[config.mk]
export PLATFORM = sky130hd
export DESIGN_NAME = bm_cg_eval
export DESIGN_NICKNAME = d
export VERILOG_FILES = /design/src/rtl/bm_cg_eval.sv
export SDC_FILE = /design/constraint.sdc
export NUM_CORES = 2
export LEC_CHECK = 0
export BUFFER_PORTS_ARGS = -buffer_cell sky130_fd_sc_hd__buf_2
export CAP_MARGIN = 20
export CORE_ASPECT_RATIO = 0.6
export CORE_UTILIZATION = 45
export CTS_CLUSTER_DIAMETER = 60
export CTS_CLUSTER_SIZE = 25
export DETAILED_ROUTE_END_ITERATION = 16
export GPL_TIMING_DRIVEN = 0
export PLACE_DENSITY = 0.6
export SETUP_SLACK_MARGIN = 0.3
export SLEW_MARGIN = 20
export SYNTH_ARGS = -nofsm -noshare
export SYNTH_HDL_FRONTEND = slang
export SYNTH_SLANG_ARGS = --single-unit
[constraint.sdc]
create_clock -name clock -period 4.3 [get_ports clock]
set_input_delay 0 -clock clock [delete_from_list [all_inputs] [get_ports clock]]
set_output_delay 0 -clock clock [all_outputs]
set_load 0.005 [all_outputs]
[src/rtl/bm_cg_eval.sv]
// bm_cg_eval: pipelined piecewise-linear cosine evaluator with a run-time loadable coefficient table.
// Define BM_CG_SIN_EN to add the aligned out_sin lane, which has its own copy of the table.

// bm_cg_lane: one evaluation lane, with a coefficient table, a read stage and the interpolation datapath
module bm_cg_lane #(
    parameter int SEG_BITS  = 7,
    parameter int FRAC_BITS = 7,
    parameter int C0_W      = 19,
    parameter int C1_W      = 12
) (
    input  logic                          clock,
    input  logic                          cfg_wr_en,
    input  logic [SEG_BITS-1:0]           cfg_addr,
    input  logic [C0_W+C1_W-1:0]          cfg_wdata,
    input  logic [SEG_BITS+FRAC_BITS-1:0] x,
    input  logic                          neg,
    output logic [C0_W:0]                 res
);
    localparam int TW = C0_W + C1_W;
    localparam int PW = C1_W + FRAC_BITS;

    logic [TW-1:0]        table_mem [2**SEG_BITS];
    logic [TW-1:0]        rd;
    logic [SEG_BITS-1:0]  s1_seg;
    logic [FRAC_BITS-1:0] s1_f, r_f, s2_f;
    logic                 s1_neg, r_neg, s2_neg, s3_neg;
    logic [C0_W-1:0]      s2_c0, s3_c0, e;
    logic [C1_W-1:0]      s2_c1;
    logic [PW-1:0]        s3_prod;

    // Table write, and a synchronous read addressed from S1. The read happens before the write on the same edge.
    always_ff @(posedge clock) begin
        rd <= table_mem[s1_seg];
        if (cfg_wr_en) table_mem[cfg_addr] <= cfg_wdata;
    end

    // Data stages run freely every cycle; the parent tracks which stages hold valid samples.
    always_ff @(posedge clock) begin
        s1_seg  <= x[SEG_BITS+FRAC_BITS-1 -: SEG_BITS];
        s1_f    <= x[FRAC_BITS-1:0];
        s1_neg  <= neg;
        r_f     <= s1_f;
        r_neg   <= s1_neg;
        s2_c0   <= rd[TW-1 -: C0_W];
        s2_c1   <= rd[C1_W-1:0];
        s2_f    <= r_f;
        s2_neg  <= r_neg;
        s3_prod <= PW'(s2_c1) * PW'(s2_f);
        s3_c0   <= s2_c0;
        s3_neg  <= s2_neg;
    end

    // Interpolated magnitude. A valid table has C1 <= C0, so this never wraps.
    always_comb e = s3_c0 - C0_W'(s3_prod >> FRAC_BITS);

    assign res = s3_neg ? -{1'b0, e} : {1'b0, e};
endmodule

module bm_cg_eval #(
    parameter  int SEG_BITS  = 7,
    parameter  int FRAC_BITS = 7,
    parameter  int C0_W      = 19,
    parameter  int C1_W      = 12,
    localparam int PHASE_W   = 2 + SEG_BITS + FRAC_BITS,
    localparam int OUT_W     = C0_W + 1
) (
    input  logic                     clock,
    input  logic                     reset_n,
    input  logic                     cfg_wr_en,
    input  logic [SEG_BITS-1:0]      cfg_addr,
    input  logic [C0_W+C1_W-1:0]     cfg_wdata,
    input  logic                     in_valid,
    output logic                     in_ready,
    input  logic [PHASE_W-1:0]       in_phase,
`ifdef BM_CG_SIN_EN
    output logic [OUT_W-1:0]         out_sin,
`endif
    output logic                     out_valid,
    output logic [OUT_W-1:0]         out_cos
);
    localparam int IDX_W = SEG_BITS + FRAC_BITS;
`ifdef BM_CG_SIN_EN
    localparam int LANES = 2;
`else
    localparam int LANES = 1;
`endif

    logic                   accept;
    logic [1:0]             q;
    logic [IDX_W-1:0]       p;
    logic [3:0]             vld;
    logic [LANES*OUT_W-1:0] res, out_q;

    assign in_ready = ~cfg_wr_en;
    assign accept   = in_valid & in_ready;
    assign q        = in_phase[PHASE_W-1 -: 2];
    assign p        = in_phase[IDX_W-1:0];

    // Lane 0 is cosine: q1 and q3 use the mirrored phase, and q1 and q2 are negative.
    // Lane 1 is sine: q0 and q2 use the mirrored phase, and q2 and q3 are negative.
    for (genvar i = 0; i < LANES; i++) begin : g_lane
        bm_cg_lane #(
            .SEG_BITS(SEG_BITS), .FRAC_BITS(FRAC_BITS), .C0_W(C0_W), .C1_W(C1_W)
        ) u_lane (
            .clock(clock),
            .cfg_wr_en(cfg_wr_en),
            .cfg_addr(cfg_addr),
            .cfg_wdata(cfg_wdata),
            .x((q[0] ^ (i == 1)) ? ~p : p),
            .neg((i == 0) ? q[1] ^ q[0] : q[1]),
            .res(res[i*OUT_W +: OUT_W])
        );
    end

    // Stage valids and output registers. Reset drops in-flight samples, and the outputs hold between valid results.
    always_ff @(posedge clock or negedge reset_n) begin
        if (!reset_n) begin
            vld       <= '0;
            out_valid <= 1'b0;
            out_q     <= '0;
        end else begin
            vld       <= {vld[2:0], accept};
            out_valid <= vld[3];
            if (vld[3]) out_q <= res;
        end
    end

    assign out_cos = out_q[OUT_W-1:0];
`ifdef BM_CG_SIN_EN
    assign out_sin = out_q[2*OUT_W-1 -: OUT_W];
`endif
endmodule

==> impl_summary.md <==
Logic synthesis
After synthesis, the largest family of logic cells by area is multiplexers. The mean area per synthesized cell is 24.4 sq um. The share of the yosys chip area belonging to registers is 77.4%. The post-synthesis sequential element count is 4118.

Among all flip-flop cells after synthesis, the most frequent one is sky130_fd_sc_hd__edfxtp_1. Counting every instance in the synthesized netlist gives 6468. The post-synthesis share of cell area spent on xor and xnor gates is 0.261%. The distinct cell type count of the synthesized netlist is 65. The area share of the largest cell type after synthesis is 75.4%.

Counting every net in the synthesized netlist gives 6623. Summing the areas of all compound-gate instances in the mapped netlist gives 0.457% of the synthesized area. The count of warnings emitted by yosys is 0. Counting flops with an async set or reset pin after synthesis yields a share of 0.607%. sky130_fd_sc_hd__edfxtp_1 takes more of the synthesized area than any other cell. Counting flops with a built-in enable in the synthesized netlist gives 3968. Of the post-synthesis cell area, the part taken by muxes is 18.8%.

The cell area after synthesis is 158000 sq um. By area the synthesized netlist is led by sky130_fd_sc_hd__edfxtp_1 (75%), sky130_fd_sc_hd__mux4_2 (19%), sky130_fd_sc_hd__dfxtp_1 (1.6%), sky130_fd_sc_hd__fa_1 (0.62%), sky130_fd_sc_hd__clkbuf_1 (0.54%). The post-synthesis simple-gate area fraction is 1.07%. The adder-cell share of the synthesized area is 1.00%.

Setup path
The end point of the critical path is g_lane[0].u_lane.s3_prod[17]. STA classifies the critical path startpoint as a register. The number of cells on the worst reg-to-reg path is 18.

Data on the critical path arrives at its endpoint at 5.18 ns. The required time at the worst-slack endpoint is 5.12 ns. The reg-to-reg critical path startpoint is g_lane[0].u_lane.s2_f[1]. The worst setup path is of the register to register kind. The worst reg2reg path endpoint is g_lane[0].u_lane.s3_prod[17]. Across all register-to-register paths, the minimum setup slack is -0.06 ns. In this run the worst path has a maximum fanout of 7.

The element type at the critical path end is a register. The most critical setup path has its startpoint at g_lane[0].u_lane.s2_f[1].

GRT
The met3 demand-to-capacity share in global routing is 6.86%. The initial antenna violation count is 72. For this run, global-route usage on met1 was measured as 38.6%. Global routing finished with a remaining overflow of 0. The global routing's busiest layer is met1.

The first global-routing pass estimated 585000 microns of wire. For this run, global-route usage on met2 was measured as 32.2%. Entering global routing, the biggest net connects 101 pins. The total routing usage reported by global routing is 24.0%. The via count of the first global-routing pass is 71100.

Timing
The count of final hold-check violations came to 0. The maximum clock skew at final layout is 0.0451 ns. The final worst-path setup slack is -0.0620 ns. The worst max-slew margin expressed relative to the limit is 22.6%. The number of failing setup endpoints in the final timing report is 2. The worst hold margin is 0.0360 ns.

Setup repair after global routing could not meet its margin everywhere. After layout, the worst path uses 101% of the clock period. Counting I/O delays and the setup requirement, the final critical path takes 4.36 ns. At the pin with the least slew margin, the transition time is 1.16 ns. Derived from the worst setup path, the maximum achievable clock frequency is 229 MHz. The number of pins with negative max-slew slack in the final report came to 0.

Detailed routing
The count of unresolved DRC violations after routing is 0. In this run, the number of DRC markers left after iteration 0 of detailed routing was 11800. The number of vias in the routed layout is 74000. The wire length per cell is 35.8 microns. The number of vias per cell is 6.24. The first-pass detailed-route iteration total is 5.

The aggregate routed wire length is 425000 microns. The final antenna-violating net count is 0.

Placement
The estimated wirelength of the detail-placed design is 299000 microns. Port buffering added 74 buffers. At the end of routability-driven placement, the weighted congestion stood at 0.865.

Before CTS, the worst setup slack after placement is -0.853 ns.

Outcome
The checks that failed: negative setup slack. The flow ran to the end, but the final reports show violations.

Floorplan
In this run the count of I/O pins placed on the die edge is 80. The starting utilization of the core area is 45.2%. The die covers 353000 sq um. The width of the chip is 767 microns.

The chip height is 461 microns. The initialized floorplan defines 168 standard-cell rows. The core region is 349000 sq um.

Clocking
The sink count of the clock tree is 4118. The largest buffer count on any clock path is 4. The root buffer cell chosen for the clock tree is sky130_fd_sc_hd__clkbuf_16.

The TritonCTS clock tree is built. Clock-pin slew was measured on the worst setup and hold paths at 0.10 ns. Clock tree synthesis inserted a total of 198 buffers. The clock tree synthesis step divided the H-tree into 4 levels. Clock latency on the worst-skew pair, taken at its later pin, is 0.92 ns.

Final layout
The final net count is 7234. The top cell types in the final layout, fill and taps aside, are sky130_fd_sc_hd__edfxtp_1 (3968), sky130_fd_sc_hd__mux4_2 (1302), sky130_fd_sc_hd__clkbuf_16 (203). The ratio of cells with drive above 1 in the final layout is 32.4%.

The area growth from synthesis to layout is 12.5%. The final core utilization is 50.9%. The library cell used most frequently in the layout, excluding fill and tap cells, is sky130_fd_sc_hd__edfxtp_1.

Power
Power spread over the standard cell area amounts to 458 nW/um^2. In this run the static leakage power is 54.5 nW. The worst-case IR drop observed on VDD is 686 uV.

Run
Across the run, the number of max-cap violations was 0.

Hold path
The worst hold path begins at cfg_wr_en. The tightest min-delay check is of the input port to register type.
[cell usage after synthesis (all sizes together) (4+ instances only)]
cell	number
and2	57
xor2	29
a21o	5
edfxtp	3968
fa	49
nand2b	4
nor3	17
buf	96
dfrtp	25
dfxtp	125
a211o	5
nand4	6
o21ai	20
xnor2	18
a21oi	27
nor2	146
o31ai	4
a211oi	5
inv	80
and3	5
mux4	1302
nand2	59
nor2b	14
o211ai	9
or3	8
ha	48
mux2	37
clkbuf	228
nand3	23
[flip-flops by register name, summed over array words and instances, names as in the netlist, 12 cells and up]
name,cells
out_cos,20
g_lane.u_lane.s3_prod,12
g_lane.u_lane.s2_c0,19
g_lane.u_lane.s3_c0,19
g_lane.u_lane.table_mem,3968
g_lane.u_lane.rd,31
g_lane.u_lane.s2_c1,12
[kinds of logic after synthesis]
| kind of cell | after synthesis |
|---|---|
| flops | 4118 |
| mux | 1340 |
| buf+inv | 405 |
| simple gates | 355 |
| compound gates | 106 |
| fa+ha+maj | 97 |
| xor+xnor | 47 |
[power breakdown]
group,total [mW],internal [mW],leakage (nW),switching [mW]
Clock,21.3,8.99,2.74,12.3
Sequential,44.9,44.6,37.0,0.310
Combinational,15.2,6.56,14.8,8.65
[final cells by class]
| type | instances | area [sq um] |
|---|---|---|
| Buffer | 324 | 1920 |
| Clock inverter | 36 | 400 |
| Multi-Input combinational cell | 1945 | 35300 |
| Tap cell | 4675 | 5850 |
| Antenna cell | 38 | 95.1 |
| Timing Repair Buffer | 411 | 6360 |
| Clock buffer | 233 | 5200 |
| Sequential cell | 4118 | 122000 |
| Fill cell | 26700 | 171000 |
| Inverter | 81 | 304 |
[critical path, cell delays in order (launching register included)]
cell and delay (ns):
sky130_fd_sc_hd__dfxtp_2 0.33, sky130_fd_sc_hd__buf_6 0.13, sky130_fd_sc_hd__and2_4 0.16, sky130_fd_sc_hd__fa_1 0.53, sky130_fd_sc_hd__inv_1 0.05, sky130_fd_sc_hd__fa_1 0.48
sky130_fd_sc_hd__inv_1 0.05, sky130_fd_sc_hd__fa_1 0.49, sky130_fd_sc_hd__fa_2 0.47, sky130_fd_sc_hd__ha_4 0.19, sky130_fd_sc_hd__a2111oi_4 0.20, sky130_fd_sc_hd__o21ai_2 0.15
sky130_fd_sc_hd__a41oi_2 0.22, sky130_fd_sc_hd__buf_6 0.15, sky130_fd_sc_hd__o21ai_2 0.05, sky130_fd_sc_hd__o211ai_1 0.12, sky130_fd_sc_hd__nand3b_1 0.15, sky130_fd_sc_hd__a21oi_2 0.20
sky130_fd_sc_hd__xnor2_2 0.15
[metrics by stage]
step / std cells / setup TNS, ns / area, sq um / total power [mW]
2_1_floorplan: 6468 / 0 / 158000 / 54.2
5_1_grt: 11800 / -1.03 / 178000 / 84.1
3_5_place_dp: 11500 / -24.19 / 170000 / 59.6
4_1_cts: 11800 / -0.0574 / 177000 / 81.2
6_report: 11900 / -0.120 / 178000 / 81.4
3_3_place_gp: 11200 / -4246.90 / 164000 / 59.3
[repair_timing]
item                                   4_1_cts  5_1_grt
setup endpoints to repair                   43       43
buffers inserted                            11        3
endpoints found under the hold margin     4091        0
gates resized for setup                    332       96
hold buffers                                82        0
pin swaps                                   18        6
[metal layers]
layer,routed length [microns],up-vias
met4,10500,38
met3,52400,464
met5,575,-
met1,188000,40500
li1,-,28800
met2,174000,4144
[how the worst min path moves through the flow]
| stage | cells past startpoint | to | slack (ns) |
|---|---|---|---|
| 2_1_floorplan | 0 | out_cos[0] | -0.30 |
| 3_3_place_gp | 1 | out_cos[0] | 0.007 |
| 3_5_place_dp | 1 | out_cos[14] | 0.01 |
| 4_1_cts | 2 | g_lane[0].u_lane.table_mem[81][20] | 0.0003 |
| 5_1_grt | 3 | vld[0] | 0.007 |
| 6_report | 2 | vld[0] | 0.04 |
Power figures use the tool's default switching activity.
